--- src/rtl/alu_seq.sv ---
// -----------------------------------------------------------------------------
// alu_seq -- registered ALU with valid/ready handshakes, NZCV flags and an
// iterative one-bit-per-cycle shifter.
//
// Sits between register-read and writeback. An operation is accepted in IDLE.
// Non-shift ops and zero-amount shifts produce a result one cycle later. Other
// shifts walk through SHIFT for min(amt, WIDTH) cycles. The result is held in
// DONE until the consumer takes it, so the ALU can stall the pipe.
//
// Parameters:
//   WIDTH      datapath width (must be >= IMM_WIDTH + 1)
//   IMM_WIDTH  immediate width; immediates are zero-extended to WIDTH
//
// Ports:
//   clk        clock, rising edge
//   rst        asynchronous active-high reset
//   in_valid   operation presented            in_ready   high only in IDLE
//   op1, op2   register operands              imm_mode   1: op2 <- zext(imm)
//   imm        immediate / shift amount       alu_mode   1: arith/logic, 0: move/shift
//   alu_func   function code
//   out_valid  result/flags valid (DONE)      out_ready  consumer accepts result
//   result     registered result              flags      {N,Z,C,V}
//   busy       high while shifting
//
// Optional build macro:
//   ALU_ASR_EN  when defined, alu_mode=0/alu_func=111 is an arithmetic right
//               shift (sign fill). Otherwise 111 behaves exactly as LSR.
// -----------------------------------------------------------------------------
module alu_seq #(
    parameter int WIDTH     = 32,
    parameter int IMM_WIDTH = 16
) (
    input  logic                 clk,
    input  logic                 rst,
    input  logic                 in_valid,
    output logic                 in_ready,
    input  logic [WIDTH-1:0]     op1,
    input  logic [WIDTH-1:0]     op2,
    input  logic                 imm_mode,
    input  logic [IMM_WIDTH-1:0] imm,
    input  logic                 alu_mode,
    input  logic [2:0]           alu_func,
    output logic                 out_valid,
    input  logic                 out_ready,
    output logic [WIDTH-1:0]     result,
    output logic [3:0]           flags,
    output logic                 busy
);

    localparam int SHW = $clog2(WIDTH) + 1;
    // Common width for comparing the raw immediate against WIDTH.
    localparam int CW  = (IMM_WIDTH > SHW) ? IMM_WIDTH : SHW;

    typedef enum logic [1:0] {
        IDLE  = 2'd0,
        SHIFT = 2'd1,
        DONE  = 2'd2
    } state_t;

    state_t           state_reg;
    logic             in_ready_reg;
    logic             out_valid_reg;
    logic             busy_reg;
    logic [WIDTH-1:0] result_reg;
    logic [3:0]       flags_reg;

    // Shifter working state
    logic [WIDTH-1:0] sh_reg;
    logic [SHW-1:0]   cnt_reg;
    logic             dir_reg;     // 1: right, 0: left
    logic             arith_reg;   // sign fill on right shifts
    logic             over_reg;    // requested amount exceeded WIDTH

    // -------------------------------------------------------------------------
    // Operand preparation
    // -------------------------------------------------------------------------
    logic [WIDTH-1:0] imm_ext;
    logic [WIDTH-1:0] op2_eff;
    logic [CW-1:0]    imm_cw;
    logic             amt_sat;
    logic             amt_over;
    logic [SHW-1:0]   amt;
    logic             is_shift;
    logic             is_asr;

    assign imm_ext  = WIDTH'(imm);
    assign op2_eff  = imm_mode ? imm_ext : op2;
    assign imm_cw   = CW'(imm);
    assign amt_sat  = (imm_cw >= CW'(WIDTH));
    assign amt_over = (imm_cw >  CW'(WIDTH));
    assign amt      = amt_sat ? SHW'(WIDTH) : SHW'(imm_cw);
    assign is_shift = !alu_mode && alu_func[2];

`ifdef ALU_ASR_EN
    assign is_asr = (alu_func == 3'b111);
`else
    assign is_asr = 1'b0;
`endif

    // -------------------------------------------------------------------------
    // Single-cycle ops (also covers zero-amount shifts, which pass op1)
    // -------------------------------------------------------------------------
    logic [WIDTH:0]   add_full;
    logic [WIDTH:0]   sub_full;
    logic [WIDTH-1:0] alu_res;
    logic             alu_c;
    logic             alu_v;

    assign add_full = {1'b0, op1} + {1'b0, op2_eff};
    // The extra top bit of the difference is the borrow (op1 < op2 unsigned).
    assign sub_full = {1'b0, op1} - {1'b0, op2_eff};

    always_comb begin
        alu_res = op1;
        alu_c   = 1'b0;
        alu_v   = 1'b0;
        if (alu_mode) begin
            case (alu_func)
                3'b001: begin
                    alu_res = add_full[WIDTH-1:0];
                    alu_c   = add_full[WIDTH];
                    alu_v   = (op1[WIDTH-1] == op2_eff[WIDTH-1]) &&
                              (alu_res[WIDTH-1] != op1[WIDTH-1]);
                end
                3'b010: begin
                    alu_res = sub_full[WIDTH-1:0];
                    alu_c   = sub_full[WIDTH];
                    alu_v   = (op1[WIDTH-1] != op2_eff[WIDTH-1]) &&
                              (alu_res[WIDTH-1] != op1[WIDTH-1]);
                end
                3'b011:  alu_res = op1 & op2_eff;
                3'b100:  alu_res = op1 | op2_eff;
                3'b101:  alu_res = op1 ^ op2_eff;
                3'b110:  alu_res = ~op1;
                default: alu_res = op1;
            endcase
        end else begin
            case (alu_func)
                3'b000:  alu_res = imm_ext;
                3'b001:  alu_res = {imm, op1[WIDTH-IMM_WIDTH-1:0]};
                3'b010:  alu_res = '0;
                3'b011:  alu_res = '1;
                default: alu_res = op1;
            endcase
        end
    end

    // -------------------------------------------------------------------------
    // One-bit shift step
    // -------------------------------------------------------------------------
    logic [WIDTH-1:0] sh_next;
    logic             fill_bit;
    logic             c_out;
    logic             shift_c;

    assign fill_bit = dir_reg & arith_reg & sh_reg[WIDTH-1];
    assign c_out    = dir_reg ? sh_reg[0] : sh_reg[WIDTH-1];
    // Logical shifts past WIDTH lose every bit, so the carry is cleared; an
    // arithmetic shift keeps shifting out copies of the sign bit.
    assign shift_c  = (over_reg && !arith_reg) ? 1'b0 : c_out;

    generate
        for (genvar gi = 0; gi < WIDTH; gi++) begin : g_shift_bit
            if (gi == 0) begin : g_lsb
                assign sh_next[gi] = dir_reg ? sh_reg[gi+1] : 1'b0;
            end else if (gi == WIDTH-1) begin : g_msb
                assign sh_next[gi] = dir_reg ? fill_bit : sh_reg[gi-1];
            end else begin : g_mid
                assign sh_next[gi] = dir_reg ? sh_reg[gi+1] : sh_reg[gi-1];
            end
        end
    endgenerate

    // -------------------------------------------------------------------------
    // Control FSM with registered outputs
    // -------------------------------------------------------------------------
    always_ff @(posedge clk or posedge rst) begin
        if (rst) begin
            state_reg     <= IDLE;
            in_ready_reg  <= 1'b1;
            out_valid_reg <= 1'b0;
            busy_reg      <= 1'b0;
            result_reg    <= '0;
            flags_reg     <= 4'b0000;
            sh_reg        <= '0;
            cnt_reg       <= '0;
            dir_reg       <= 1'b0;
            arith_reg     <= 1'b0;
            over_reg      <= 1'b0;
        end else begin
            case (state_reg)
                IDLE: begin
                    if (in_valid) begin
                        in_ready_reg <= 1'b0;
                        if (is_shift && (amt != '0)) begin
                            state_reg <= SHIFT;
                            busy_reg  <= 1'b1;
                            sh_reg    <= op1;
                            cnt_reg   <= amt;
                            dir_reg   <= alu_func[0];
                            arith_reg <= is_asr;
                            over_reg  <= amt_over;
                        end else begin
                            state_reg     <= DONE;
                            out_valid_reg <= 1'b1;
                            result_reg    <= alu_res;
                            flags_reg     <= {alu_res[WIDTH-1], (alu_res == '0),
                                              alu_c, alu_v};
                        end
                    end
                end
                SHIFT: begin
                    // The last step writes the result directly so DONE
                    // follows exactly min(amt, WIDTH) cycles after accept.
                    if (cnt_reg == SHW'(1)) begin
                        state_reg     <= DONE;
                        busy_reg      <= 1'b0;
                        out_valid_reg <= 1'b1;
                        result_reg    <= sh_next;
                        flags_reg     <= {sh_next[WIDTH-1], (sh_next == '0),
                                          shift_c, 1'b0};
                    end else begin
                        sh_reg  <= sh_next;
                        cnt_reg <= cnt_reg - SHW'(1);
                    end
                end
                DONE: begin
                    if (out_ready) begin
                        state_reg     <= IDLE;
                        out_valid_reg <= 1'b0;
                        in_ready_reg  <= 1'b1;
                    end
                end
                default: begin
                    state_reg     <= IDLE;
                    in_ready_reg  <= 1'b1;
                    out_valid_reg <= 1'b0;
                    busy_reg      <= 1'b0;
                end
            endcase
        end
    end

    assign in_ready  = in_ready_reg;
    assign out_valid = out_valid_reg;
    assign busy      = busy_reg;
    assign result    = result_reg;
    assign flags     = flags_reg;

endmodule

--- config.mk ---
export PLATFORM = sky130hd
export DESIGN_NAME = alu_seq
export DESIGN_NICKNAME = d
export VERILOG_FILES = /design/src/rtl/alu_seq.sv
export SDC_FILE = /design/constraint.sdc
export NUM_CORES = 1
export LEC_CHECK = 0
export ABC_AREA = 0
export CAP_MARGIN = 10
export CORE_MARGIN = 3
export CORE_UTILIZATION = 39
export CTS_CLUSTER_DIAMETER = 50
export DETAILED_ROUTE_END_ITERATION = 12
export REMOVE_ABC_BUFFERS = 1
export SLEW_MARGIN = 40
export SYNTH_ARGS = -nofsm -noshare
export SYNTH_HDL_FRONTEND = slang
export SYNTH_SLANG_ARGS = --single-unit
--- constraint.sdc ---
create_clock -name clk -period 3.5 [get_ports clk]
set_input_delay 0.525 -clock clk [delete_from_list [all_inputs] [get_ports clk]]
set_output_delay 0.525 -clock clk [all_outputs]
set_load 0.005 [all_outputs]
== Word-level counts from Yosys, hierarchy flattened ==
Cells that the tools add are included.
Cells by class
  eq/ne operators: 19
  add/sub/neg operators: 3
  multiplexer cells: 76
  order comparisons: 2
  reduce and logical (&&, ||, !) cells: 18
  bitwise gates (word level): 6
Operators by type and width (count)
  $mux 32: 8
  $pmux 32 s6: 1
  $pmux 32 s2: 2
  $pmux 32 s4: 1
  $logic_not 32->1: 2
  $mux 1: 45
  $add 32x32->33: 1
  $sub 32x32->33: 1
  $and 32x32->32: 1
  $not 32->32: 1
  $or 32x32->32: 1
  $xor 32x32->32: 1
  $mux 6: 4
  $ge 16x6->1 const B: 1
  $gt 16x6->1 const B: 1
  $reduce_and 4->1: 4
  $mux 4: 3
  $ne 2x2->1 const B: 6
  $pmux 6 s2: 1
  $eq 3x3->1 const B: 3
  $pmux 1 s3: 3
  $reduce_and 3->1: 3
  $mux 2: 4
  $pmux 4 s2: 1
  other kinds (17): 25
Storage, ports and cells
  register bits: 81
  input bits: 89
  word-level logic and storage cells: 134

== Depth between registers and ports, before layout ==
Gate-level depths: netlist of the first run.
  word-level depth: 9
  mapped depth: 17

== Worst setup path before layout of the first run ==
Ideal clock, no wire load.
  kind: input to register
  start point: input port imm_mode
  end point: register flags_reg[2], in the netlist flags[2]
  setup time: 0.066 ns
  stages: 17
  data arrival time: 3.957 ns
  path buffers: 1
  data required time: 3.434 ns
  path slack: -0.524 ns
  cell sequence: buf_1 > mux2i_1 > inv_1 > ha_1 > inv_1 > fa_1 > or3b_4 > a211oi_2 > nor3b_1 > o2bb2ai_2 > o41ai_4 > or2_1 > a31oi_1 > a221oi_2 > o211ai_1 > nor4_1 > a41o_1
On the way
  longest elaborated chain between the ends: 8
  elaborated cells between the ends (all ways): 12
  those cells by class: 2 x add/sub; 6 x mux; 3 x bitwise; 1 x reduce/logical
Ends and longest elaborated chain
  from (decl): RTL line 39  | input logic imm_mode,
  $mux 32 (*): RTL line 87  | assign op2_eff = imm_mode ? imm_ext : op2;
  $sub 32x32->33, or another cell as far along: RTL line 111  | assign sub_full = {1'b0, op1} - {1'b0, op2_eff};
  $pmux 32 s6 (*): RTL line 118  | case (alu_func)
  $mux 32 (*): RTL line 117  | if (alu_mode) begin
  $logic_not 32->1 (*): RTL line 207  | flags_reg <= {alu_res[WIDTH-1], (alu_res == '0),
  $mux 4 (*): RTL line 195  | if (is_shift && (amt != '0)) begin
  $mux 4 (*): RTL line 193  | if (in_valid) begin
  $pmux 4 s2 (*): RTL line 191  | case (state_reg)
  to (signal assigned): RTL line 207
  to (signal assigned): RTL line 220  | flags_reg <= {sh_next[WIDTH-1], (sh_next == '0),
  to (decl): RTL line 65  | logic [3:0] flags_reg;
Every way passes the cells marked *; elsewhere a longest branch is shown, timed or not. The select of a mux whose other input is x is not followed.
A chain may end at the register's enable or synchronous reset.

== Worst setup path after layout of the first run ==
Same ends and word-level chain as after synthesis.

==> results.txt, run 1 <==
- The flow ran to the end, but the final reports show violations.
* Failing checks: setup timing
- Die outline height: 179.9 microns
- Subtracting the final worst setup slack from the clock period gives 4.026 ns.
- Crit path max fanout: 5
* Share of flip-flops with an asynchronous set or reset: 100.0%
* Number of instances in the synthesized netlist: 1657
* Horizontal extent of the die: 179.9 microns
* Wirelength, routed: 60.71 mm
- After legalization and detailed placement, the total HPWL measured 48.59 mm.
- Broken down by cell family, the worst path's largest delay share belongs to compound AO/OA/AOI/OAI gates.
* Cells after DPL: 2536
* Global-route wire length before repair: 89.57 mm
- Kind of start point of the critical path: input port
* Fin Clk Skew: 0.006689 ns
* # DRC: 0
- Setup TNS: -3.922 ns
* Number of buffers added by the clock tree synthesis step: 9
* Routability Congestion: 1.014
- Switching pwr: 3410 uW
* Sum of buffers and inverters on the critical path: 7
- Highest-count cells in the layout ignoring fill and taps: sky130_fd_sc_hd__buf_4 (489), sky130_fd_sc_hd__nand2_1 (164), sky130_fd_sc_hd__a21oi_1 (145), sky130_fd_sc_hd__o21ai_0 (135), sky130_fd_sc_hd__nor2_1 (125)
* Number of DRC markers after the initial detailed-route iteration: 1818
* Clock transition at the register clock pins on the worst setup and hold paths after CTS: 0.06 ns
* Hold_ws: 0.4775 ns
* Minimum setup slack in the final design: -0.5255 ns
* Register bit count reported by yosys: 80
- CTS placed an instance of sky130_fd_sc_hd__clkbuf_16 at the clock tree root.
- In this run the remaining antenna-violating nets after routing total 0.
- Internal power comes to 4225 uW.
- Compared with the post-synthesis result, the final layout area differs by 56.82%.
- Across the run, the number of max-cap violations was 0.
* Boundary pin count: 128
* Cell with the largest stage delay on the worst path: sky130_fd_sc_hd__nor4_2
* EDFF count, synth: 0
- Vias in the first global route: 14650
- Combinational logic burns 63.4% of the power.
- GRT Total Usage: 35.41%
- TritonCTS built the clock tree.
- Sequential cell area fraction in the yosys report: 16.98%
- VDD sags by at most 0.0003193 V.
- The number of max-slew violations in the final report was 0.
- For the pin with the worst max-slew slack, the measured transition is 0.7874 ns.
- Part of the total power dissipated in sequential elements: 23.9%
- Number of library cell types mapped by synthesis: 91
- After clock tree synthesis, the flow added hold-fix buffers numbering 0.
- Buffer levels on the longest clock path: 2
* Number of antenna violations at the first check in global routing: 3
- The clock network burns 12.7% of the power.
- Nets: 2398
- Via count: 15250
* Non-filler instance count after layout: 2583
- Power spread over the standard cell area amounts to 412.7 nW/um^2.
- Traced cell by cell, the critical path runs through buf_12, buf_12, buf_6, mux2i_4, buf_4, ha_4, a21o_1, a21o_1, buf_4, o211ai_1, buf_4, buf_4, a21o_1, a21oi_1, o221a_2, nor3_1, and4b_1, nand4b_1, nor4_2, a41o_1.
* Top flip-flop cell by instance count after synthesis: sky130_fd_sc_hd__dfrtp_1
- The largest single stage delay on the critical path is 0.34 ns.
- # H-tree levels: 3
* Maximum number of pins on one net before global-route repair: 71
- Gr ovfl total: 0
* Fill cell count: 2815
* CP required: 3.77 ns
* Launching element of the worst setup path: imm_mode
- The pre-antenna-repair detailed-routing pass consisted of 6 iterations.
- Wirelength per Cell: 23.50 microns
* Most used cell along the critical path: sky130_fd_sc_hd__buf_4
- Switching fraction of total power: 44.66%
- In this run the mean area of a mapped cell was 7.119 sq um.
- During synthesis, Yosys emitted a total of 0 warnings.
* Worst Setup End Kind: flip-flop
* Cell Area, Synth: 11800 sq um
- R2r startpoint: cnt_reg[2]
- Worst Hold Class: flip-flop to flip-flop
- Unrepaired setup endpoints after global routing: yes
- For this run, the top clock speed supported by timing is 248.4 MHz.
- Clock tree synthesis found a total of 80 sinks.
* Slew headroom: 47.51%
* Most common library cell in the layout ignoring fill and taps: sky130_fd_sc_hd__buf_4
* Vias per Instance: 5.902
- Data arrival time of the critical path: 4.30 ns
* Clock latency of the later-clocked register in the worst-skew pair: 0.34 ns
* Leakage dissipation: 0.008515 uW
- Post-route clock period utilization: 115.0%
- Count of buffers from port buffering: 127
- Tot Pwr: 7635 uW
- Setup violations remaining at the end of the flow were counted as 16.
- Initial core utilization: 39.70%
- The worst hold path begins at result[13].
- Cells with a size suffix above 1 make up 32.62% of the layout.
- Final number of hold-violating endpoints: 0
* Total core area: 29720 sq um
- DIE AREA: 32370 sq um
- The initialized floorplan defines 63 standard-cell rows.
* Kind of critical path: input port to flip-flop
## cells by family (layout without fill, tap and decap cells)
family | Yosys count | in the layout | share of synthesized area [%]
xor gates and xnor gates | 36 | 36 | 2.673
and+or+nand+nor | 514 | 514 | 20.71
adders and majority gates | 122 | 122 | 13.07
AOI/OAI and AO/OA | 638 | 638 | 34.89
muxes | 49 | 49 | 4.296
buffers and inverters | 218 | 753 | 7.382
other | 0 | 1 | 0
DFF | 80 | 80 | 16.98
## power groups by stage
| stage | Sequential (uW) | Combinational, uW | Clock (uW) |
|---|---|---|---|
| after global routing | 1870 | 5200 | 1020 |
| after CTS | 1810 | 4590 | 980 |
| after detailed placement | 1810 | 4340 | 0 |
| final | 1820 | 4840 | 967 |
| after global placement | 1800 | 4280 | 0 |
| after floorplan | 1710 | 2130 | 0 |
## synthesized netlist by cell type, types with 13 or more instances
master                     number  area, sq um
sky130_fd_sc_hd__o21ai_0      158        790.8
sky130_fd_sc_hd__nand4_1       14        87.58
sky130_fd_sc_hd__nand2b_1      34        212.7
sky130_fd_sc_hd__clkbuf_1      73        274.0
sky130_fd_sc_hd__o31ai_1       32        240.2
sky130_fd_sc_hd__nand3_1       30        150.1
sky130_fd_sc_hd__dfrtp_1       79         1977
sky130_fd_sc_hd__o21bai_1      15        112.6
sky130_fd_sc_hd__nor2_1       128        480.5
sky130_fd_sc_hd__and3_1        13        81.33
sky130_fd_sc_hd__ha_1         120         1501
sky130_fd_sc_hd__nor3_1        35        175.2
sky130_fd_sc_hd__xnor2_1       25        219.0
sky130_fd_sc_hd__o21a_1        20        150.1
sky130_fd_sc_hd__a21o_1        36        270.3
sky130_fd_sc_hd__nor2b_1       29        181.4
sky130_fd_sc_hd__buf_2         27        135.1
sky130_fd_sc_hd__a211oi_1      43        322.8
sky130_fd_sc_hd__mux2i_1       45        450.4
sky130_fd_sc_hd__inv_1         95        356.6
sky130_fd_sc_hd__buf_1         16        60.06
sky130_fd_sc_hd__nand2_1      169        634.4
sky130_fd_sc_hd__a31oi_1       19        118.9
sky130_fd_sc_hd__a21oi_1      177        885.9
sky130_fd_sc_hd__o211ai_1      18        135.1
## through the flow
stage                     area [sq um]  util [%]  worst slack (ns)
after floorplan                  11290         -           -0.1431
after global placement           16770     56.44            -1.167
after detailed placement         16770     56.44            -1.198
after CTS                        17950     60.42           -0.3923
after global routing             18500     62.24           -0.5654
final                            18500     62.25           -0.5255
## per-layer routing
metal,global-route usage (%),vias to the layer above,routed length (microns)
li1,-,7057,-
met1,49.91,7342,26230
met2,55.05,714,26740
met3,5.200,129,5351
met4,12.96,4,2357
met5,0,-,24
## worst reg2reg max path: stages (launching register included)
cell	delay, ns
sky130_fd_sc_hd__dfrtp_1	0.42
sky130_fd_sc_hd__nor3_1	0.33
sky130_fd_sc_hd__and3b_1	0.32
sky130_fd_sc_hd__nand2_1	0.08
sky130_fd_sc_hd__a21o_2	0.23
sky130_fd_sc_hd__nor3b_1	0.19
sky130_fd_sc_hd__buf_4	0.16
sky130_fd_sc_hd__nand4_1	0.08
sky130_fd_sc_hd__and4b_1	0.31
sky130_fd_sc_hd__nand4b_1	0.20
sky130_fd_sc_hd__nor4_2	0.34
sky130_fd_sc_hd__a41o_1	0.22
## final cells by class
cell class | count | area (sq um) | area share [%]
antenna | 1 | 2.502 | 0.01353
inverter | 98 | 369.1 | 1.995
multi-input combinational | 1359 | 10040 | 54.28
sequential | 80 | 2004 | 10.84
clock inverter | 4 | 52.55 | 0.2841
clock buffer | 12 | 256.5 | 1.387
timing repair buffer | 639 | 5284 | 28.56
tap | 390 | 488.0 | 2.638
## path summary, 6_finish.rpt
kind                            slack [ns]  depth (start not counted)          to
worst min-delay path                  0.48                          1  result[13]
worst max register to register        0.56                         11    flags[2]
max in group asynchronous             2.23                          3    in_ready
min in group asynchronous             0.57                          2  result[23]
worst max-delay path                 -0.53                         20    flags[2]
worst min register to register        0.48                          1  result[13]
## what timing repair did
action                                  CTS  global route
cloned                                    1             0
endpoints found under the setup margin   25            25
setup buffers                            27            11
pin swaps                                58            59
resized for setup                       159           100
Note: power is estimated with default switching activity, not from simulation.
==> inputs of run 2 (changes only) <==
ABC_AREA = 1   (was 0)
PLACE_DENSITY_LB_ADDON = 0.12   (was unset)
==> results.txt, run 2 <==
* Die outline height: 185.6 microns (was 179.9 microns)
- The number of flops mapped to enable cells by yosys came to 0 (unchanged).
* Most used cell along the critical path: sky130_fd_sc_hd__nand2_1 (was sky130_fd_sc_hd__buf_4)
- Highest-count cells in the layout ignoring fill and taps: sky130_fd_sc_hd__nand2_1 (648), sky130_fd_sc_hd__buf_4 (434), sky130_fd_sc_hd__inv_1 (353), sky130_fd_sc_hd__nor2_1 (181), sky130_fd_sc_hd__o21ai_0 (140) (was sky130_fd_sc_hd__buf_4 (489), sky130_fd_sc_hd__nand2_1 (164), sky130_fd_sc_hd__a21oi_1 (145), sky130_fd_sc_hd__o21ai_0 (135), sky130_fd_sc_hd__nor2_1 (125))
- Register bit count reported by yosys: 80 (unchanged)
- Fill cell count: 3198 (was 2815)
* Count of buffers from port buffering: 127 (unchanged)
- The post-synth design cell area came to 12580 sq um (was 11800 sq um).
- Total core area: 31640 sq um (was 29720 sq um)
- Via count: 16930 (was 15250)
- The most instantiated library cell after synthesis is sky130_fd_sc_hd__nand2_1 (was sky130_fd_sc_hd__a21oi_1).
* Buffer levels on the longest clock path: 2 (unchanged)
* Cell Pwr Density: 416.7 nW/um^2 (was 412.7 nW/um^2)
* Share of the synthesized area in compound gates (AO/OA/AOI/OAI): 17.43% (was 34.89%)
- # DRC: 0 (unchanged)
- Maximum number of pins on one net before global-route repair: 81 (was 71)
* Horizontal extent of the die: 185.6 microns (was 179.9 microns)
- Slew at the pin closest to its max-slew limit: 0.5946 ns (was 0.7874 ns)
- The cell count of the worst hold path came to 2 (was 1).
- HPWL reported at the end of detailed placement: 51.98 mm (was 48.59 mm)
- The leading area contributor after synthesis is sky130_fd_sc_hd__nand2_1 (was sky130_fd_sc_hd__dfrtp_1).
- The initial antenna violation count is 0 (was 3).
- The classification of the worst setup path is input port to flip-flop (unchanged).
- Clock latency of the later-clocked register in the worst-skew pair: 0.33 ns (was 0.34 ns)
- Most used standard cells in the synthesized netlist: sky130_fd_sc_hd__nand2_1 (709), sky130_fd_sc_hd__inv_1 (370), sky130_fd_sc_hd__nor2_1 (210) (was sky130_fd_sc_hd__a21oi_1 (177), sky130_fd_sc_hd__nand2_1 (169), sky130_fd_sc_hd__o21ai_0 (158))
- The cell area after layout is 18870 sq um (was 18500 sq um).
- Gr ovfl total: 0 (unchanged)
- Slew headroom: 59.94% (was 47.51%)
* Share of layout cells above drive strength 1: 26.83% (was 32.62%)
- The number of failing setup endpoints in the final timing report was 0 (was 16).
- Fin crit period: 3.369 ns (was 4.026 ns)
- The iteration count of the initial detailed-routing pass was 5 (was 6).
- Crit path cell chain: clkdlybuf4s50_1, inv_1, nand2_1, o21ai_0, buf_4, buf_4, ha_1, nor2_1, nand2_4, nand3_4, nand2_4, nand2_1, nand2_1, nand2_1, nand2_1, nand2_1, nand3_2, nand3_4, a21oi_2, buf_4, buf_4, o211ai_1, o21a_1 (was buf_12, buf_12, buf_6, mux2i_4, buf_4, ha_4, a21o_1, a21o_1, buf_4, o211ai_1, buf_4, buf_4, a21o_1, a21oi_1, o221a_2, nor3_1, and4b_1, nand4b_1, nor4_2, a41o_1)
- Sequential cell area fraction in the yosys report: 15.92% (was 16.98%)
- The number of max-slew violations in the final report is 0 (unchanged).
* Data arrival time of the critical path: 3.64 ns (was 4.30 ns)
- The highest attainable clock frequency came to 296.8 MHz (was 248.4 MHz).
* Clock sinks: 80 (unchanged)
- The kind of end point of the critical path was a flip-flop (unchanged).
* Vias in the first global route: 15760 (was 14650)
- The delay contributed by the slowest stage of the critical path is 0.49 ns (was 0.34 ns).
* Detailed-routed wire length on met3: 4.980 mm (was 5.351 mm)
- The global-route total usage across every layer was 34.82% (was 35.41%).
- Cts-stage hold buffer count: 0 (unchanged)
* Post-route clock period utilization: 96.26% (was 115.0%)
- The leading cell type in the layout, fill and taps excluded is sky130_fd_sc_hd__nand2_1 (was sky130_fd_sc_hd__buf_4).
* Buffer type at the clock tree root: sky130_fd_sc_hd__clkbuf_16 (unchanged)
- The final routed wire length divided by cell count is 19.75 microns (was 23.50 microns).
* Clock tree from TritonCTS: done (unchanged)
- The share of the synthesized area in the top cell type was 21.16% (was 16.76%).
- The effective utilization at floorplan came to 39.76% (was 39.70%).
- Cell Rows: 65 (was 63)
* Placed standard-cell area: 17290 sq um (was 16770 sq um)
- Boundary pin count: 128 (unchanged)
- The share of flip-flops with an asynchronous set or reset was 100.0% (unchanged).
- The highest routed metal layer is met4 (was met5).
- The routed length on met2 is 27.54 mm (was 26.74 mm).
- The diode insertion count for antenna repair was 0 (was 1).
* CP required: 3.77 ns (about the same)
- Routed Antenna Nets: 0 (unchanged)
* Clock transition at the register clock pins on the worst setup and hold paths after CTS: 0.06 ns (about the same)
* Worst Hold Class: flip-flop to flip-flop (unchanged)
- The max-capacitance violation count came to 0 (unchanged).
* Proportion of synthesized area in mux cells: 0% (was 4.296%)
* Number of instances in the synthesized netlist: 2249 (was 1657)
- The largest family of logic cells by synthesized area was simple AND/OR/NAND/NOR gates (was compound AO/OA/AOI/OAI gates).
* # H-tree levels: 3 (unchanged)
- Leakage dissipation: 0.009992 uW (was 0.008515 uW)
- The final sum of negative setup slack was 0 ns (was -3.922 ns).
* Logic depth of the worst register-to-register path: 6 (was 11)
* Nets: 2964 (was 2398)
* Cells taking the most area after synthesis: sky130_fd_sc_hd__nand2_1 (21%), sky130_fd_sc_hd__dfrtp_1 (16%), sky130_fd_sc_hd__ha_1 (12%), sky130_fd_sc_hd__inv_1 (11%), sky130_fd_sc_hd__nand3_1 (6.9%) (was sky130_fd_sc_hd__dfrtp_1 (17%), sky130_fd_sc_hd__ha_1 (13%), sky130_fd_sc_hd__a21oi_1 (7.5%), sky130_fd_sc_hd__o21ai_0 (6.7%), sky130_fd_sc_hd__nand2_1 (5.4%))
* Maximum resistive drop on vdd: 0.0006918 V (was 0.0003193 V)
- Status: complete, no violations (was finished with violations).
- Cell with the largest stage delay on the worst path: sky130_fd_sc_hd__clkdlybuf4s50_1 (was sky130_fd_sc_hd__nor4_2)
- Number of library cell types mapped by synthesis: 50 (was 91)
- Final core utilization: 59.63% (was 62.25%)
* Length of routed wiring on met1: 27.37 mm (was 26.23 mm)
* DIE AREA: 34450 sq um (was 32370 sq um)
- The number of CTS-inserted buffers is 9 (unchanged).
- The fraction of synthesized cell area in xor and xnor cells is 0.1392% (was 2.673%).
* Adder-cell share of the synthesized area: 12.25% (was 13.07%)
* Synthesis-to-finish area growth: 49.97% (was 56.82%)
- Wirelength, routed: 62.41 mm (was 60.71 mm)
- Top flip-flop cell by instance count after synthesis: sky130_fd_sc_hd__dfrtp_1 (unchanged)
- The simple-gate portion of the synthesized area was 39.21% (was 20.71%).
* Yosys synthesis warning count: 0 (unchanged)
- Final number of hold-violating endpoints: 0 (unchanged)
- The global-route wire length before repair was 91.42 mm (was 89.57 mm).
- The vias per cell was 5.358 (was 5.902).
- Number of DRC markers after the initial detailed-route iteration: 1664 (was 1818)
- The kind of start point of the critical path is an input port (unchanged).
- The placer congestion estimate is 1.044 (was 1.014).
* Fin Clk Skew: 0.007336 ns (was 0.006689 ns)
* Crit path max fanout: 4 (was 5)
- Mean instance size in the synthesized netlist: 5.593 sq um (was 7.119 sq um)
run 2: cell types whose count changed in the layout (fill, tap and decap cells not counted), moves of 55 or more:
cell                      change
sky130_fd_sc_hd__nand2_1    +484
sky130_fd_sc_hd__inv_1      +260
sky130_fd_sc_hd__nand3_1    +102
sky130_fd_sc_hd__a21oi_1     -75
sky130_fd_sc_hd__nand2_2     +56
sky130_fd_sc_hd__nor2_1      +56
sky130_fd_sc_hd__buf_4       -55
run 2: cells by family (layout without fill, tap and decap cells):
group                    after synthesis  count (layout)
adder cells (fa/ha/maj)              122             122
AND/OR/NAND/NOR                     1191            1191
flip-flops                            80              80
buffers and inverters                471             980
AO/OA/AOI/OAI                        383             383
XOR/XNOR                               2               2
run 2: cell type report:
class | instances | area (sq um) | area share, %
Clock inverter | 5 | 55.05 | 0.2918
Timing Repair Buffer | 581 | 4876 | 25.85
Sequential cell | 80 | 2004 | 10.62
Clock buffer | 11 | 252.7 | 1.340
Inverter | 383 | 1443 | 7.647
Multi-Input combinational cell | 1698 | 9732 | 51.59
Tap cell | 402 | 503.0 | 2.666
run 2: worst max-delay path, delay by kind of cell:
| kind | cells | cell delay, ns |
|---|---|---|
| AND/OR/NAND/NOR | 12 | 1.25 |
| AO/OA/AOI/OAI | 4 | 0.54 |
| adder cells (fa/ha/maj) | 1 | 0.22 |
| buffers and inverters | 6 | 1.10 |
run 2: through the flow:
stage | instances | power, uW | hold WS, ns | worst slack, ns
floorplan | 2161 | 4155 | 0.4724 | -1.494
global placement | 3119 | 6439 | 0.4641 | -1.084
detailed placement | 3119 | 6514 | 0.4679 | -0.9302
CTS | 3144 | 7590 | 0.4817 | 0.003808
global route | 3160 | 8454 | 0.5031 | -0.02782
finish | 3160 | 7862 | 0.4744 | 0.1308
run 2: final timing paths:
path                       startpoint          to  slack, ns
setup / recovery               imm[3]  result[18]       0.13
hold / removal             result[29]  result[29]       0.47
setup reg to reg              dir_reg    flags[2]       1.19
hold reg to reg            result[29]  result[29]       0.47
max in group asynchronous         rst    in_ready       2.52
min in group asynchronous         rst  result[24]       0.57
run 2: per-layer routing:
| metal | global-route usage [%] | vias up |
|---|---|---|
| li1 | - | 8160 |
| met1 | 48.78 | 7871 |
| met2 | 55.80 | 779 |
| met3 | 3.752 | 120 |
| met4 | 12.06 | 0 |
| met5 | 0 | - |
run 2: power by group:
group / leakage (uW) / switching [uW] / internal (uW)
clock network: 0.000148 / 371 / 589
logic: 0.00888 / 3010 / 2200
registers: 0.000962 / 289 / 1400
run 2: repair_timing:
| action | CTS | global route |
|---|---|---|
| endpoints found under the setup margin | 21 | 20 |
| buffers inserted | 8 | 17 |
| pin swaps | 14 | 78 |
| cloned | 1 | 0 |
| resized for setup | 90 | 206 |
==> inputs of run 3 (changes only) <==
CTS_BUF_LIST = sky130_fd_sc_hd__clkbuf_8   (was unset)
==> results.txt, run 3 (synthesis gave the netlist of run 2 again) <==
- The internal reg-to-reg setup slack is 1.21 ns (was 1.19 ns).
* Data arrival time of the critical path: 3.66 ns (was 3.64 ns)
- The clock root buffer master is sky130_fd_sc_hd__clkbuf_8 (was sky130_fd_sc_hd__clkbuf_16).
- The die extent in x was 185.6 microns (unchanged).
- The largest delay contributor family on the critical path is simple AND/OR/NAND/NOR gates (unchanged).
- Number of antenna violations at the first check in global routing: 0 (unchanged)
- Crit path max fanout: 4 (unchanged)
* Number of buffers added by the clock tree synthesis step: 9 (unchanged)
- The number of cells in the finished layout apart from fillers is 3153 (was 3160).
- Clock sinks: 80 (unchanged)
- Fill cell count: 3245 (was 3198)
* CP required: 3.79 ns (was 3.77 ns)
* # H-tree levels: 3 (unchanged)
* Maximum number of pins on one net before global-route repair: 81 (unchanged)
- Total core area: 31640 sq um (unchanged)
- Boundary pin count: 128 (unchanged)
- The kind of end point of the critical path is a flip-flop (unchanged).
* Kind of start point of the critical path: input port (unchanged)
- The critical path depth was 25 (was 23).
- The number of hold violations in the final report came to 0 (unchanged).
- Setup repair after global routing could not meet its margin everywhere.
- Vias in the first global route: 15710 (was 15760)
* Buffer levels on the longest clock path: 2 (unchanged)
- The clock insertion delay at the later pin of the skew report is 0.36 ns (was 0.33 ns).
- Slew at the pin closest to its max-slew limit: 0.5889 ns (was 0.5946 ns)
- The highest attainable clock frequency came to 297.1 MHz (was 296.8 MHz).
- Nets: 2957 (was 2964)
- The classification of the worst setup path is input port to flip-flop (unchanged).
- The placer congestion estimate came to 1.044 (unchanged).
- The HPWL after detailed placement is 51.98 mm (unchanged).
* Number of DRC markers after the initial detailed-route iteration: 1714 (was 1664)
- The diode insertion count for antenna repair was 0 (unchanged).
- The cell area after layout is 18550 sq um (was 18870 sq um).
* Largest stage delay on the critical path: 0.48 ns (was 0.49 ns)
- The area of placed instances was 17290 sq um (unchanged).
* Gr ovfl total: 0 (unchanged)
- Logic depth of the worst register-to-register path: 10 (was 6)
* Count of buffers from port buffering: 127 (unchanged)
- Wirelength, routed: 61.90 mm (was 62.41 mm)
- The effective utilization at floorplan came to 39.76% (unchanged).
- Routed Antenna Nets: 0 (unchanged)
- Clock transition at the register clock pins on the worst setup and hold paths after CTS: 0.08 ns (was 0.06 ns)
- Cts-stage hold buffer count: 0 (unchanged)
- Via count: 16820 (was 16930)
- Wirelength per Cell: 19.63 microns (was 19.75 microns)
* Share of layout cells above drive strength 1: 25.63% (was 26.83%)
* Post-route clock period utilization: 96.16% (was 96.26%)
- The termination of the worst setup path is flags[2] (was result[18]).
* Global-route wire length before repair: 91.20 mm (was 91.42 mm)
- Launching element of the worst setup path: imm[0] (was imm[3])
* Maximum resistive drop on vdd: 0.0006786 V (was 0.0006918 V)
- Status: complete, no violations (unchanged)
* First-pass iteration count of the detailed router: 6 (was 5)
* Most used cell along the critical path: sky130_fd_sc_hd__nand2_1 (unchanged)
* Hold_ws: 0.4785 ns (was 0.4744 ns)
* Cell Rows: 65 (unchanged)
- # setup viols final: 0 (unchanged)
- The power density of the placed cells was 406.7 nW/um^2 (was 416.7 nW/um^2).
- Clock tree from TritonCTS: done (unchanged)
- Highest-count cells in the layout ignoring fill and taps: sky130_fd_sc_hd__nand2_1 (656), sky130_fd_sc_hd__buf_4 (428), sky130_fd_sc_hd__inv_1 (357), sky130_fd_sc_hd__nor2_1 (184), sky130_fd_sc_hd__o21ai_0 (140) (was sky130_fd_sc_hd__nand2_1 (648), sky130_fd_sc_hd__buf_4 (434), sky130_fd_sc_hd__inv_1 (353), sky130_fd_sc_hd__nor2_1 (181), sky130_fd_sc_hd__o21ai_0 (140)).
- The static leakage came to 0.009870 uW (was 0.009992 uW).
- Cell with the largest stage delay on the worst path: sky130_fd_sc_hd__clkdlybuf4s50_1 (unchanged)
* Slew headroom: 60.38% (was 59.94%)
- Sum of buffers and inverters on the critical path: 5 (was 6)
* Most common library cell in the layout ignoring fill and taps: sky130_fd_sc_hd__nand2_1 (unchanged)
- The vias per cell was 5.335 (was 5.358).
- Max-cap violations: 0 (unchanged)
- The vertical extent of the die was 185.6 microns (unchanged).
- Final slew viol count: 0 (unchanged)
- Fin crit period: 3.366 ns (was 3.369 ns)
- The global-route total usage across every layer came to 34.76% (was 34.82%).
* FF-to-FF End: flags[2] (unchanged)
- The launch instance of the worst register-to-register path was dir_reg (unchanged).
* DIE AREA: 34450 sq um (unchanged)
- Fin Clk Skew: 0.01889 ns (was 0.007336 ns)
- The number of cells in the design after placement was 3119 (unchanged).
* # DRC: 0 (unchanged)
* Worst Hold Class: flip-flop to flip-flop (unchanged)
* Synthesis-to-finish area growth: 47.43% (was 49.97%)
## run 3: changes by cell type in the layout (fill, tap and decap cells not counted), moves of 5 or more
cell,previous run,this run
sky130_fd_sc_hd__clkbuf_16,9,0
sky130_fd_sc_hd__clkbuf_8,2,11
sky130_fd_sc_hd__nand2_1,648,656
sky130_fd_sc_hd__nand2_2,61,56
sky130_fd_sc_hd__buf_4,434,428
sky130_fd_sc_hd__ha_1,94,100
## run 3: through the flow
stage               total power, uW  worst slack, ns  setup TNS [ns]  util, %
floorplan                      4155           -1.494          -75.39        -
global placement               6439           -1.084          -14.24    54.66
detailed placement             6514          -0.9302          -14.09    54.66
CTS                            7315        -0.002262       -0.002262    56.29
global route                   8144         -0.05614        -0.05614    58.62
finish                         7542           0.1342               0    58.62
## run 3: routing by layer
metal  vias to the layer above  track usage (%)  part of all wire, %
li1                       8148                -                    -
met1                      7833            48.94                   45
met2                       735            55.85                   44
met3                       105            3.635                  7.2
met4                         0            11.29                  3.6
met5                         -                0                    0
## run 3: cell type report
| class | instances | area, sq um | share of cell area, % |
|---|---|---|---|
| multi-input combinational | 1698 | 9578 | 51.64 |
| timing repair buffer | 574 | 4812 | 25.95 |
| sequential | 80 | 2004 | 10.81 |
| inverter | 383 | 1443 | 7.778 |
| tap | 402 | 503.0 | 2.712 |
| clock buffer | 11 | 151.4 | 0.8163 |
| clock inverter | 5 | 55.05 | 0.2968 |
## run 3: timing repair
item | in CTS | in global routing
gates resized for setup | 82 | 172
setup endpoints to repair | 21 | 20
buffers inserted | 7 | 11
pin swaps | 12 | 60
cloned | 1 | 0
## run 3: power breakdown
group	internal [uW]	leakage (uW)	switching, uW	total [uW]
Combinational	2170	0.00881	2980	5150
Sequential	1400	0.000962	287	1680
Clock	366	0.000101	341	707
Total	3940	0.00987	3610	7540
## run 3: worst register-to-register path: stages (launching register included)
cell and delay, ns:
sky130_fd_sc_hd__dfrtp_2 0.66, sky130_fd_sc_hd__buf_4 0.28, sky130_fd_sc_hd__buf_4 0.25, sky130_fd_sc_hd__nand2_1 0.10
sky130_fd_sc_hd__o21ai_0 0.11, sky130_fd_sc_hd__nand2_1 0.08, sky130_fd_sc_hd__nor3_1 0.16, sky130_fd_sc_hd__nand4_1 0.14
sky130_fd_sc_hd__o31ai_1 0.29, sky130_fd_sc_hd__nor2_1 0.08, sky130_fd_sc_hd__nor2_1 0.08
## run 3: worst min path at each step
stage | from | cells after the start | endpoint | slack (ns)
2_1_floorplan | result[3] | 2 | result[3] | 0.47
3_3_place_gp | result[28] | 2 | result[28] | 0.46
3_5_place_dp | result[29] | 2 | result[29] | 0.47
4_1_cts | result[29] | 2 | result[29] | 0.49
5_1_grt | result[29] | 2 | result[29] | 0.51
6_report | result[29] | 2 | result[29] | 0.48
